`src/rtl/sd_image_xfer_sched.sv`:
```
// Sector-by-sector SD image record/playback sequencer across NUM_SLOTS slot regions, in the SD clock domain.
// Start pulses are gated on FIFO level; each sector waits for sd_ctrl busy to rise and fall, with a timeout on the rise.
module sd_image_xfer_sched #(
  parameter int          SEC_WORDS     = 256,
  parameter int          IMG_SECTORS   = 2400,
  parameter int          NUM_SLOTS     = 4,
  parameter logic [31:0] BASE_ADDR     = 32'd16384,
  parameter int          WR_LEN_W      = 10,
  parameter int          RD_LEN_W      = 11,
  parameter int          RD_FIFO_DEPTH = 2048,
  parameter int          TIMEOUT_CYC   = 65535,
  localparam int         SLOT_W        = (NUM_SLOTS > 1) ? $clog2(NUM_SLOTS) : 1
) (
  input  logic                SD_clk_ref,
  input  logic                sys_rst_n,
  input  logic                sd_init_done,
  input  logic                save_req,
  input  logic                read_req,
  input  logic                abort_req,
  input  logic [SLOT_W-1:0]   slot_sel,
  input  logic [WR_LEN_W-1:0] wr_fifo_len,
  input  logic [RD_LEN_W-1:0] rd_fifo_len,
  input  logic                wr_busy,
  input  logic                rd_busy,
  input  logic                wr_val_en,
  input  logic                rd_val_en,
  output logic                wr_start_en,
  output logic [31:0]         wr_sec_addr,
  output logic                rd_start_en,
  output logic [31:0]         rd_sec_addr,
  output logic                xfer_busy,
  output logic                save_done,
  output logic                read_done,
  output logic                aborted,
  output logic                err_timeout,
  output logic                err_wordcnt,
  output logic [15:0]         sec_idx
);
  localparam logic [3:0] IDLE = 4'd0, W_GATE = 4'd1, W_START = 4'd2, W_WAITHI = 4'd3, W_WAITLO = 4'd4,
                         R_GATE = 4'd5, R_START = 4'd6, R_WAITHI = 4'd7, R_WAITLO = 4'd8, FINISH = 4'd9;
  localparam logic [1:0] K_SAVE = 2'd0, K_READ = 2'd1, K_ABORT = 2'd2;
  localparam int WW = WR_LEN_W + 1;
  localparam int RW = RD_LEN_W + 1;
  localparam logic [WW-1:0] SEC_WL   = WW'(SEC_WORDS);
  localparam logic [RW-1:0] SEC_RL   = RW'(SEC_WORDS);
  localparam logic [RW-1:0] DEPTH_L  = RW'(RD_FIFO_DEPTH);
  localparam logic [15:0]   LAST_SEC = 16'(IMG_SECTORS - 1);
  localparam logic [15:0]   SEC_W16  = 16'(SEC_WORDS);
  localparam logic [31:0]   TO_LAST  = 32'(TIMEOUT_CYC - 1);

  logic [3:0]        state;
  logic [1:0]        fin_kind;
  logic              is_wr, save_q, read_q, pend_save, pend_read, abort_lat;
  logic [SLOT_W-1:0] slot;
  logic [31:0]       tcnt, addr_nxt;
  logic [15:0]       wcnt, wcnt_nxt;
  logic [RW-1:0]     rd_len_x, rd_free;
  logic              save_edge, read_edge, wr_ok, rd_ok, val, busy_in;

  assign save_edge = sd_init_done & save_req & ~save_q;
  assign read_edge = sd_init_done & read_req & ~read_q;
  assign wr_ok     = {1'b0, wr_fifo_len} >= SEC_WL;
  assign rd_len_x  = {1'b0, rd_fifo_len};
  // Free space clamps at zero if the FIFO ever reports more than its depth.
  assign rd_free   = (rd_len_x > DEPTH_L) ? '0 : (DEPTH_L - rd_len_x);
  assign rd_ok     = rd_free >= SEC_RL;
  assign val       = is_wr ? wr_val_en : rd_val_en;
  assign busy_in   = is_wr ? wr_busy : rd_busy;
  assign wcnt_nxt  = (val && wcnt != 16'hFFFF) ? wcnt + 16'd1 : wcnt;
  assign addr_nxt  = BASE_ADDR + 32'(slot) * 32'(IMG_SECTORS) + {16'd0, sec_idx};

  assign wr_start_en = (state == W_START);
  assign rd_start_en = (state == R_START);
  assign xfer_busy   = (state != IDLE);
  assign save_done   = (state == FINISH) && (fin_kind == K_SAVE);
  assign read_done   = (state == FINISH) && (fin_kind == K_READ);
  assign aborted     = (state == FINISH) && (fin_kind == K_ABORT);

  always_ff @(posedge SD_clk_ref or negedge sys_rst_n) begin
    if (!sys_rst_n) begin
      state       <= IDLE;
      fin_kind    <= K_SAVE;
      is_wr       <= 1'b0;
      save_q      <= 1'b0;
      read_q      <= 1'b0;
      pend_save   <= 1'b0;
      pend_read   <= 1'b0;
      abort_lat   <= 1'b0;
      slot        <= '0;
      tcnt        <= '0;
      wcnt        <= '0;
      sec_idx     <= '0;
      wr_sec_addr <= '0;
      rd_sec_addr <= '0;
      err_timeout <= 1'b0;
      err_wordcnt <= 1'b0;
    end else begin
      save_q <= save_req;
      read_q <= read_req;
      if (state != IDLE) begin
        if (is_wr && read_edge) pend_read <= 1'b1;
        if (!is_wr && save_edge) pend_save <= 1'b1;
        if (abort_req) abort_lat <= 1'b1;
      end
      case (state)
        IDLE: begin
          if (save_edge || pend_save) begin
            state     <= W_GATE;
            is_wr     <= 1'b1;
            slot      <= slot_sel;
            sec_idx   <= '0;
            pend_save <= 1'b0;
            if (read_edge) pend_read <= 1'b1;
          end else if (read_edge || pend_read) begin
            state     <= R_GATE;
            is_wr     <= 1'b0;
            slot      <= slot_sel;
            sec_idx   <= '0;
            pend_read <= 1'b0;
          end
        end
        W_GATE: if (wr_ok) begin
          wr_sec_addr <= addr_nxt;
          state       <= W_START;
        end
        R_GATE: if (rd_ok) begin
          rd_sec_addr <= addr_nxt;
          state       <= R_START;
        end
        W_START, R_START: begin
          tcnt  <= '0;
          wcnt  <= '0;
          state <= is_wr ? W_WAITHI : R_WAITHI;
        end
        W_WAITHI, R_WAITHI: begin
          if (busy_in) begin
            state <= is_wr ? W_WAITLO : R_WAITLO;
          end else if (tcnt == TO_LAST) begin
            err_timeout <= 1'b1;
            fin_kind    <= K_ABORT;
            state       <= FINISH;
          end else begin
            tcnt <= tcnt + 32'd1;
          end
        end
        W_WAITLO, R_WAITLO: begin
          wcnt <= wcnt_nxt;
          if (!busy_in) begin
            if (wcnt_nxt != SEC_W16) err_wordcnt <= 1'b1;
            if (sec_idx == LAST_SEC) begin
              fin_kind <= is_wr ? K_SAVE : K_READ;
              state    <= FINISH;
            end else if (abort_lat) begin
              fin_kind <= K_ABORT;
              state    <= FINISH;
            end else begin
              sec_idx <= sec_idx + 16'd1;
              state   <= is_wr ? W_GATE : R_GATE;
            end
          end
        end
        FINISH: begin
          abort_lat <= 1'b0;
          state     <= IDLE;
        end
        default: state <= IDLE;
      endcase
    end
  end
endmodule

```
`config.mk`:
```
export PLATFORM = sky130hd
export DESIGN_NAME = sd_image_xfer_sched
export DESIGN_NICKNAME = d
export VERILOG_FILES = /design/src/rtl/sd_image_xfer_sched.sv
export SDC_FILE = /design/constraint.sdc
export NUM_CORES = 1
export LEC_CHECK = 0
export CORE_ASPECT_RATIO = 1.5
export CORE_MARGIN = 4
export CORE_UTILIZATION = 35
export CTS_BUF_LIST = sky130_fd_sc_hd__clkbuf_16
export DETAILED_ROUTE_END_ITERATION = 16
export PLACE_DENSITY = 0.6
export SYNTH_ARGS = -nofsm -noshare
export SYNTH_HDL_FRONTEND = slang
export SYNTH_SLANG_ARGS = --single-unit
```
`constraint.sdc`:
```
create_clock -name SD_clk_ref -period 6.9 [get_ports SD_clk_ref]
set_input_delay 1.38 -clock SD_clk_ref [delete_from_list [all_inputs] [get_ports SD_clk_ref]]
set_output_delay 1.38 -clock SD_clk_ref [all_outputs]
set_load 0.01 [all_outputs]
```
==> results of run 1 <==
-- Yosys cell counts, drive strengths merged (7+ instances only) --
library cell | n | area (um^2)
dfrtp | 114 | 2853
nand2 | 104 | 390.4
nor2 | 65 | 246.5
buf | 54 | 386.6
o21ai | 44 | 220.2
xnor2 | 40 | 350.3
a21oi | 35 | 175.2
nand3 | 26 | 152.7
inv | 24 | 90.09
clkbuf | 21 | 80.07
nor3 | 21 | 110.1
nor4 | 18 | 188.9
nand4 | 17 | 125.1
ha | 15 | 187.7
o31ai | 13 | 97.59
or3 | 11 | 68.82
or4 | 11 | 82.58
a211oi | 10 | 75.07
mux2 | 10 | 123.9
and4 | 9 | 78.83
and2 | 8 | 52.56
a21o | 7 | 53.80
-- critical path, stage by stage, from the launching register on --
cell and delay (ns):
dfrtp_1 0.49, nand2b_1 0.35, nand3b_1 0.34, nor3b_1 0.25
clkdlybuf4s50_1 0.56
-- final cells by class --
| class | instances | area [um^2] | share of cell area [%] |
|---|---|---|---|
| multi-input cells | 582 | 3685 | 44.21 |
| flip-flops and latches | 114 | 2853 | 34.23 |
| repair buffers | 85 | 840.8 | 10.09 |
| clock buffers | 17 | 425.4 | 5.104 |
| well taps | 260 | 325.3 | 3.903 |
| clock inverters | 15 | 111.4 | 1.336 |
| inverters | 25 | 93.84 | 1.126 |
-- routing by layer --
metal	GRT usage [%]	up-vias
met1	20.15	2797
li1	-	2799
met2	28.37	113
met5	0	-
met4	6.031	0
met3	3.664	17
-- where the power goes --
| group | total [mW] | switching, mW | internal, mW |
|---|---|---|---|
| combinational | 0.840 | 0.486 | 0.355 |
| clock | 0.813 | 0.299 | 0.514 |
| sequential | 0.903 | 0.126 | 0.777 |
| total | 2.56 | 0.910 | 1.65 |
-- kinds of logic (layout without fill, tap and decap cells) --
family | count (synthesis) | in the layout | share of synthesized area [%]
AO/OA/AOI/OAI | 152 | 152 | 14.56
multiplexers | 13 | 13 | 2.208
flip-flops | 114 | 114 | 40.92
buffers and inverters | 100 | 142 | 8.040
other | 1 | 30 | 0.05379
AND/OR/NAND/NOR | 329 | 329 | 25.97
adder cells (fa/ha/maj) | 16 | 16 | 2.979
XOR/XNOR | 42 | 42 | 5.276
-- sequential cells by signal (all words and copies together) (netlist names), 2 cells and up --
signal	cells
wcnt	16
state	4
tcnt	32
fin_kind	2
wr_sec_addr	17
rd_sec_addr	17
slot	2
sec_idx	16
-- path summary, 6_finish.rpt --
check / from / to / slack, ns / cells past startpoint
hold reg to reg: err_timeout$_DFFE_PN0P_ / err_timeout$_DFFE_PN0P_ / 0.47 / 1
max in group asynchronous: sys_rst_n / sec_idx[1]$_DFFE_PN0P_ / 4.68 / 2
hold / removal: err_timeout$_DFFE_PN0P_ / err_timeout$_DFFE_PN0P_ / 0.47 / 1
min in group asynchronous: sys_rst_n / tcnt[29]$_DFFE_PN0P_ / 1.10 / 1
setup / recovery: state[1]$_DFFE_PN0P_ / aborted / 3.11 / 4
setup reg to reg: state[3]$_DFFE_PN0P_ / sec_idx[13]$_DFFE_PN0P_ / 3.60 / 6
-- stage by stage --
step | util, % | hold slack, ns | total power, mW
global route | 42.29 | 0.4986 | 2.733
floorplan | - | 0.4938 | 1.455
CTS | 42.29 | 0.4725 | 2.592
detailed placement | 39.57 | 0.4600 | 1.767
global placement | 39.57 | 0.4545 | 1.758
finish | 42.29 | 0.4664 | 2.556
==> results.json, run 1 <==
{
  "stdcell_count": 1098,
  "fp-row-count": 63,
  "place_area_um2": 7797,
  "netlist_instances": 767,
  "port_buffers": 82,
  "layout_commonest_cell": "dfrtp_1",
  "ios": 121,
  "synth-warning-count": 0,
  "topRoutingLayerUsed": "met4",
  "floorplan.die_area_um2": 22290,
  "ys_ff_latch": 114,
  "synthesis.area_um2": 6972,
  "core-area_um2": 19710,
  "slew_headroom_pct": 30.32,
  "floorplan.initialDensity_pct": 35.38,
  "die_width_um": 123.2,
  "setup_violations": 0,
  "path_clk_slew_ns": 0.06,
  "ys_types": 79,
  "cts_hold_buf": 0,
  "skew_ns": 0.008011,
  "wl_per_cell_um": 16.03,
  "area_delta_synth_final_pct": 19.54,
  "hold_violations": 0,
  "met2_length_um": 9185,
  "required_ns": 5.52,
  "cp-end-kind": "primary output",
  "power_density_nw_per_um2": 306.7,
  "grt_antenna_before_repair": 0,
  "drcViolationCount": 0,
  "drv_slew": 0,
  "final_cell_mix": "dfrtp_1, nand2_1, clkdlybuf4s50_1",
  "maxCapViolCount": 0,
  "track_usage_pct": 16.57,
  "cts_tree": "built",
  "synthFlopType": "dfrtp_1",
  "cts_max_path_buffers": 2,
  "overflow": 0,
  "post_cts_buffers": 0,
  "peakVddDrop_mv": 0.1490,
  "fin_tns_setup_ns": 0,
  "cts_sinks": 114,
  "place_congestion": 0.8189,
  "synth-edff-count": 0,
  "status": "completed",
  "start_kind": "register",
  "rsz0062_at_grt": "false",
  "drive_above_1_share_pct": 7.399,
  "h-tree-depth": 4,
  "worst_slack_ns": 3.113,
  "antenna_cells": 0,
  "hold_path.class": "reg -> reg",
  "postLayoutCellArea_um2": 8334,
  "grt_pass1_vias": 5745,
  "syn_area_per_cell_um2": 9.090,
  "place_ws_ns": 2.841,
  "fillers": 1989,
  "cts_resized": 0,
  "grt_pass1_wl_um": 29550,
  "fin_crit_sh_pct": 54.88,
  "clock_latency_ns": 0.41,
  "max_clock_freq_mhz": 264.1,
  "dp_hpwl_um": 12580,
  "wl_met1_um": 7355,
  "die_y_um": 180.9,
  "wl_met3_um": 712,
  "postSynth.asyncResetShare_pct": 100.0,
  "ant_nets": 0,
  "critical_path_class": "reg -> out",
  "wirelength_um": 17610,
  "first_pass_iters": 4,
  "layout.nets": 874,
  "crit_fanout": 9,
  "ys_seq_area_share_pct": 40.92,
  "numCtsBuffers": 17,
  "drt_iter0_drc": 231,
  "crit_arrival_ns": 2.41,
  "fin_crit_ns": 3.787,
  "via_per_inst": 5.215,
  "vias": 5726,
  "worstMarginPinSlew_ns": 1.037,
  "power.leakage_nw": 3.468,
  "root_buffer": "clkbuf_16",
  "grt_max_degree": 74,
  "placed_cells": 1066
}
(Power assumes the default switching activity.)
==> run 2, diff against run 1 <==
PLACE_DENSITY = 0.62   (was 0.6)
clock period = 3.1 ns   (was 6.9 ns; I/O delays follow)
==> run 2 against run 1 <==
- sequential power grew 120%
- worst setup slack got worse by 2.9 ns
- wire length down 1.5%
- total power is 130% higher
- clock power increased by 140%
- utilization is 1.0 points higher
- cell count increased by 1.5%
- non-clock buffer count is 17 higher
- combinational power increased by 140%
- worst hold slack worse by 0.32 ns
- count of clock-buffer cells in the layout did not move
- critical path depth unchanged
==> results.json, run 2 (synthesis gave the netlist of run 1 again) <==
{
  "status": "completed",
  "setup_violations": 0,
  "r2r_cells": 10,
  "grt_antenna_before_repair": 0,
  "cpMaxStageDelayCell": "clkdlybuf4s50_1",
  "floorplan.die_area_um2": 22290,
  "cts_tree": "built",
  "fin_crit_sh_pct": 93.71,
  "ant_nets": 0,
  "register_area_um2": 2853,
  "crit_fanout": 10,
  "worstMarginPinSlew_ns": 0.6927,
  "first_pass_iters": 4,
  "peakVddDrop_mv": 0.4079,
  "drt_iter0_drc": 209,
  "track_usage_pct": 16.14,
  "max_stage_delay_ns": 0.58,
  "top_register": "tcnt",
  "worst_slack_ns": 0.1950,
  "layout.nets": 891,
  "via_per_inst": 5.215,
  "p_int_mw": 3.926,
  "grt_pass1_wl_um": 28560,
  "root_buffer": "clkbuf_16",
  "r2r_end": "rd_sec_addr[15]$_DFFE_PN0P_",
  "die_y_um": 180.9,
  "critical_path_class": "reg -> out",
  "area_delta_synth_final_pct": 22.36,
  "fin_tns_setup_ns": 0,
  "core-area_um2": 19710,
  "crit_arrival_ns": 2.28,
  "rsz0062_at_grt": "false",
  "postLayoutCellArea_um2": 8531,
  "final_cell_mix": "dfrtp_1, nand2_1, clkdlybuf4s50_1",
  "dp_hpwl_um": 12680,
  "power_switching_mw": 2.037,
  "reg2reg_slack_ns": 0.40,
  "drv_slew": 0,
  "hold_path.class": "in -> async",
  "hold_violations": 0,
  "grt_max_degree": 54,
  "wl_per_cell_um": 15.57,
  "r2r_start": "slot[0]$_DFFE_PN0P_",
  "cts_max_path_buffers": 2,
  "fp-row-count": 63,
  "fin_crit_ns": 2.905,
  "power.leakage_nw": 3.555,
  "numCtsBuffers": 17,
  "die_width_um": 123.2,
  "vias": 5810,
  "drive_above_1_share_pct": 10.07,
  "floorplan.initialDensity_pct": 35.38,
  "slew_headroom_pct": 53.39,
  "path_clk_slew_ns": 0.06,
  "max_clock_freq_mhz": 344.2,
  "maxCapViolCount": 0,
  "comb_power_share_pct": 33.2,
  "wirelength_um": 17350,
  "cp-end-kind": "primary output",
  "place_ws_ns": 0.2132,
  "skew_ns": 0.007819,
  "required_ns": 2.48,
  "crit_chain": "nand2b_1 > or2_2 > nor2_1 > clkdlybuf4s50_1",
  "finalPower_mw": 5.963,
  "overflow": 0,
  "p_sw_share_pct": 34.16,
  "grt_pass1_vias": 5636,
  "top_regs": "tcnt x32, rd_sec_addr x17, wr_sec_addr x17",
  "fillers": 1922,
  "cts_sinks": 114,
  "clock_latency_ns": 0.42,
  "drcViolationCount": 0,
  "place_area_um2": 7929,
  "multi_input_area_um2": 3682,
  "h-tree-depth": 4,
  "start_kind": "register",
  "port_buffers": 82,
  "antenna_cells": 0,
  "power.share.clock_pct": 33.3,
  "seqPwrFrac_pct": 33.5,
  "largest_reg_flops": 32,
  "post_cts_buffers": 0,
  "layout_commonest_cell": "dfrtp_1",
  "ios": 121,
  "place_congestion": 0.8619,
  "power_density_nw_per_um2": 699.0
}
## run 2: layout make-up
cell class                 count  share of cell area [%]
tap                          260                   3.813
clock inverter                14                   1.995
inverter                      25                   1.100
sequential                   114                   33.44
timing repair buffer         102                   11.50
clock buffer                  17                   4.987
multi-input combinational    582                   43.17
## run 2: metrics by stage
stage                     hold slack, ns  cells  utilization (%)
after floorplan                   0.3244    796                -
after global placement            0.4583   1083            40.23
after detailed placement          0.4621   1083            40.23
after CTS                         0.1548   1114            43.26
after global routing              0.1651   1114            43.29
final                             0.1439   1114            43.29
## run 2: timing repair
action | 4_1_cts | 5_1_grt
setup endpoints to repair | 0 | 2
resized for setup | 0 | 2
hold buffers | 0 | 0
## run 2: worst max-delay path: cells and delay by family (launching register included)
family        cells  cell delay (ns)
simple gates      3             0.79
flops             1             0.50
buf+inv           1             0.58
## run 2: how the worst max path moves through the flow
stage | startpoint | end | slack, ns | cells after the start
2_1_floorplan | slot[0]$_DFFE_PN0P_ | rd_sec_addr[15]$_DFFE_PN0P_ | 0.47 | 10
3_3_place_gp | rd_fifo_len[1] | rd_sec_addr[15]$_DFFE_PN0P_ | 0.26 | 6
3_5_place_dp | rd_fifo_len[1] | rd_sec_addr[15]$_DFFE_PN0P_ | 0.21 | 6
4_1_cts | state[0]$_DFFE_PN0P_ | rd_start_en | 0.15 | 4
5_1_grt | state[2]$_DFFE_PN0P_ | rd_start_en | 0.09 | 3
6_report | state[0]$_DFFE_PN0P_ | rd_start_en | 0.20 | 4
## run 2: metal layers
layer	global-route usage [%]	share of wire (%)
met5	0	0
met1	19.25	42
met4	6.608	2.5
met3	3.069	3.8
met2	28.02	52
## run 2: power by group through the flow
stage | Clock, mW | Sequential (mW) | Combinational (mW)
final | 1.99 | 2.00 | 1.98
after global routing | 2.10 | 2.04 | 2.20
after CTS | 2.04 | 2.00 | 2.01
after detailed placement | 0 | 2.02 | 2.00
after global placement | 0 | 2.02 | 1.98
after floorplan | 0 | 1.96 | 1.28
==> run 3, diff against run 2 <==
CTS_BUF_LIST = default   (was sky130_fd_sc_hd__clkbuf_16)
==> run 3 against run 2 <==
- total power increased by 1.8%
- worst setup slack worse by 0.0053 ns
- clock skew grew 0.0011 ns
- critical path type unchanged
- first-iteration DRC count up 1.4%
==> results.json, run 3 (synthesis gave the netlist of run 1 again) <==
{
  "final_cell_mix": "dfrtp_1, nand2_1, clkdlybuf4s50_1",
  "layout_commonest_cell": "dfrtp_1",
  "critPathBufInv": 1,
  "power.share.clock_pct": 34.5,
  "die_y_um": 180.9,
  "r2r_cells": 10,
  "crit_arrival_ns": 2.29,
  "fin_tns_setup_ns": 0,
  "maxCapViolCount": 0,
  "fillers": 1918,
  "worstMarginPinSlew_ns": 0.6928,
  "crit_fanout": 10,
  "power_switching_mw": 2.042,
  "track_usage_pct": 16.11,
  "power.leakage_nw": 3.578,
  "die_width_um": 123.2,
  "power_density_nw_per_um2": 707.9,
  "drcViolationCount": 0,
  "top_register": "tcnt",
  "overflow": 0,
  "placed_cells": 1083,
  "setup_violations": 0,
  "crit_chain": "nand2b_1 > or2_2 > nor2_1 > clkdlybuf4s50_1",
  "clock_latency_ns": 0.42,
  "cp-end-kind": "primary output",
  "top_regs": "tcnt x32, rd_sec_addr x17, wr_sec_addr x17",
  "hold_path.class": "in -> async",
  "comb_power_share_pct": 32.6,
  "r2r_start": "slot[0]$_DFFE_PN0P_",
  "skew_ns": 0.008947,
  "required_ns": 2.48,
  "p_int_mw": 4.026,
  "r2r_end": "rd_sec_addr[15]$_DFFE_PN0P_",
  "seqPwrFrac_pct": 32.9,
  "port_buffers": 82,
  "grt_antenna_before_repair": 0,
  "status": "completed",
  "crit_family": "simple AND/OR/NAND/NOR gates",
  "drive_above_1_share_pct": 10.54,
  "antenna_cells": 0,
  "ios": 121,
  "wirelength_um": 17300,
  "max_stage_delay_ns": 0.58,
  "dp_hpwl_um": 12680,
  "area_delta_synth_final_pct": 22.94,
  "first_pass_iters": 4,
  "place_congestion": 0.8619,
  "path_clk_slew_ns": 0.06,
  "stdcell_count": 1114,
  "grt_max_degree": 54,
  "root_buffer": "clkbuf_16",
  "h-tree-depth": 4,
  "ant_nets": 0,
  "cts_max_path_buffers": 2,
  "vias": 5815,
  "peakVddDrop_mv": 0.4058,
  "cts_tree": "built",
  "cpMaxStageDelayCell": "clkdlybuf4s50_1",
  "max_clock_freq_mhz": 343.6,
  "p_sw_share_pct": 33.66,
  "grt_pass1_wl_um": 28530,
  "fp-row-count": 63,
  "drv_slew": 0,
  "layout.nets": 891,
  "drt_iter0_drc": 212,
  "grt_pass1_vias": 5619,
  "floorplan.initialDensity_pct": 35.38,
  "largest_reg_flops": 32,
  "fin_crit_sh_pct": 93.88,
  "floorplan.die_area_um2": 22290,
  "slew_headroom_pct": 53.38,
  "rsz0062_at_grt": "false",
  "start_kind": "register",
  "fin_crit_ns": 2.910,
  "hold_violations": 0,
  "numCtsBuffers": 17,
  "via_per_inst": 5.220,
  "reg2reg_slack_ns": 0.40,
  "core-area_um2": 19710,
  "cts_sinks": 114,
  "wl_per_cell_um": 15.53,
  "critical_path_class": "reg -> out"
}
==> run 3: cell count changes in the layout (fill, tap and decap cells not counted), sizes merged <==
cell / delta
clkinv: -4
clkbuf: +4
==> run 3: worst max path at each step <==
stage / startpoint / to / slack [ns] / depth (start not counted)
4_1_cts: state[0]$_DFFE_PN0P_ / rd_start_en / 0.15 / 4
5_1_grt: state[2]$_DFFE_PN0P_ / rd_start_en / 0.08 / 3
2_1_floorplan: slot[0]$_DFFE_PN0P_ / rd_sec_addr[15]$_DFFE_PN0P_ / 0.47 / 10
6_report: state[0]$_DFFE_PN0P_ / rd_start_en / 0.19 / 4
3_5_place_dp: rd_fifo_len[1] / rd_sec_addr[15]$_DFFE_PN0P_ / 0.21 / 6
3_3_place_gp: rd_fifo_len[1] / rd_sec_addr[15]$_DFFE_PN0P_ / 0.26 / 6
==> run 3: area by class of cell <==
type | instances | area [um^2] | share of cell area (%)
Clock buffer | 21 | 480.5 | 5.606
Clock inverter | 10 | 155.1 | 1.810
Inverter | 25 | 93.84 | 1.095
Multi-Input combinational cell | 582 | 3682 | 42.96
Sequential cell | 114 | 2853 | 33.28
Tap cell | 260 | 325.3 | 3.796
Timing Repair Buffer | 102 | 980.9 | 11.45
==> run 3: per-layer routing <==
metal / GRT usage, % / share of wire, %
met5: 0 / 0
met4: 6.652 / 2.3
met3: 3.069 / 4.1
met2: 27.91 / 52
met1: 19.26 / 42
==> run 3: worst register-to-register path, delay by kind of cell, from the launching register on <==
| family | cells | cell delay, ns |
|---|---|---|
| simple gates | 1 | 0.17 |
| buf+inv | 2 | 0.15 |
| fa+ha+maj | 2 | 0.72 |
| compound gates | 5 | 1.10 |
| flops | 1 | 0.43 |
==> run 3: through the flow <==
| step | worst slack (ns) | util, % | instance area (um^2) | total power, mW | hold WS (ns) |
|---|---|---|---|---|---|
| finish | 0.1897 | 43.49 | 8571 | 6.068 | 0.1454 |
| global route | 0.08426 | 43.49 | 8571 | 6.446 | 0.1641 |
| CTS | 0.1465 | 43.46 | 8564 | 6.144 | 0.1521 |
| detailed placement | 0.2132 | 40.23 | 7929 | 4.019 | 0.4621 |
| global placement | 0.2641 | 40.23 | 7929 | 3.997 | 0.4583 |
| floorplan | 0.4708 | - | 7081 | 3.240 | 0.3244 |
==> run 3: timing repair <==
item,CTS,global route
resized for setup,0,2
endpoints found under the setup margin,0,2
hold buffers,0,0
setup buffers,0,0
==> run 3: power by group through the flow <==
stage | clock, mW | sequential (mW) | combinational [mW]
after floorplan | 0 | 1.96 | 1.28
after global placement | 0 | 2.02 | 1.98
after detailed placement | 0 | 2.02 | 2.00
after CTS | 2.14 | 2.00 | 2.00
after global routing | 2.21 | 2.04 | 2.20
final | 2.09 | 2.00 | 1.98
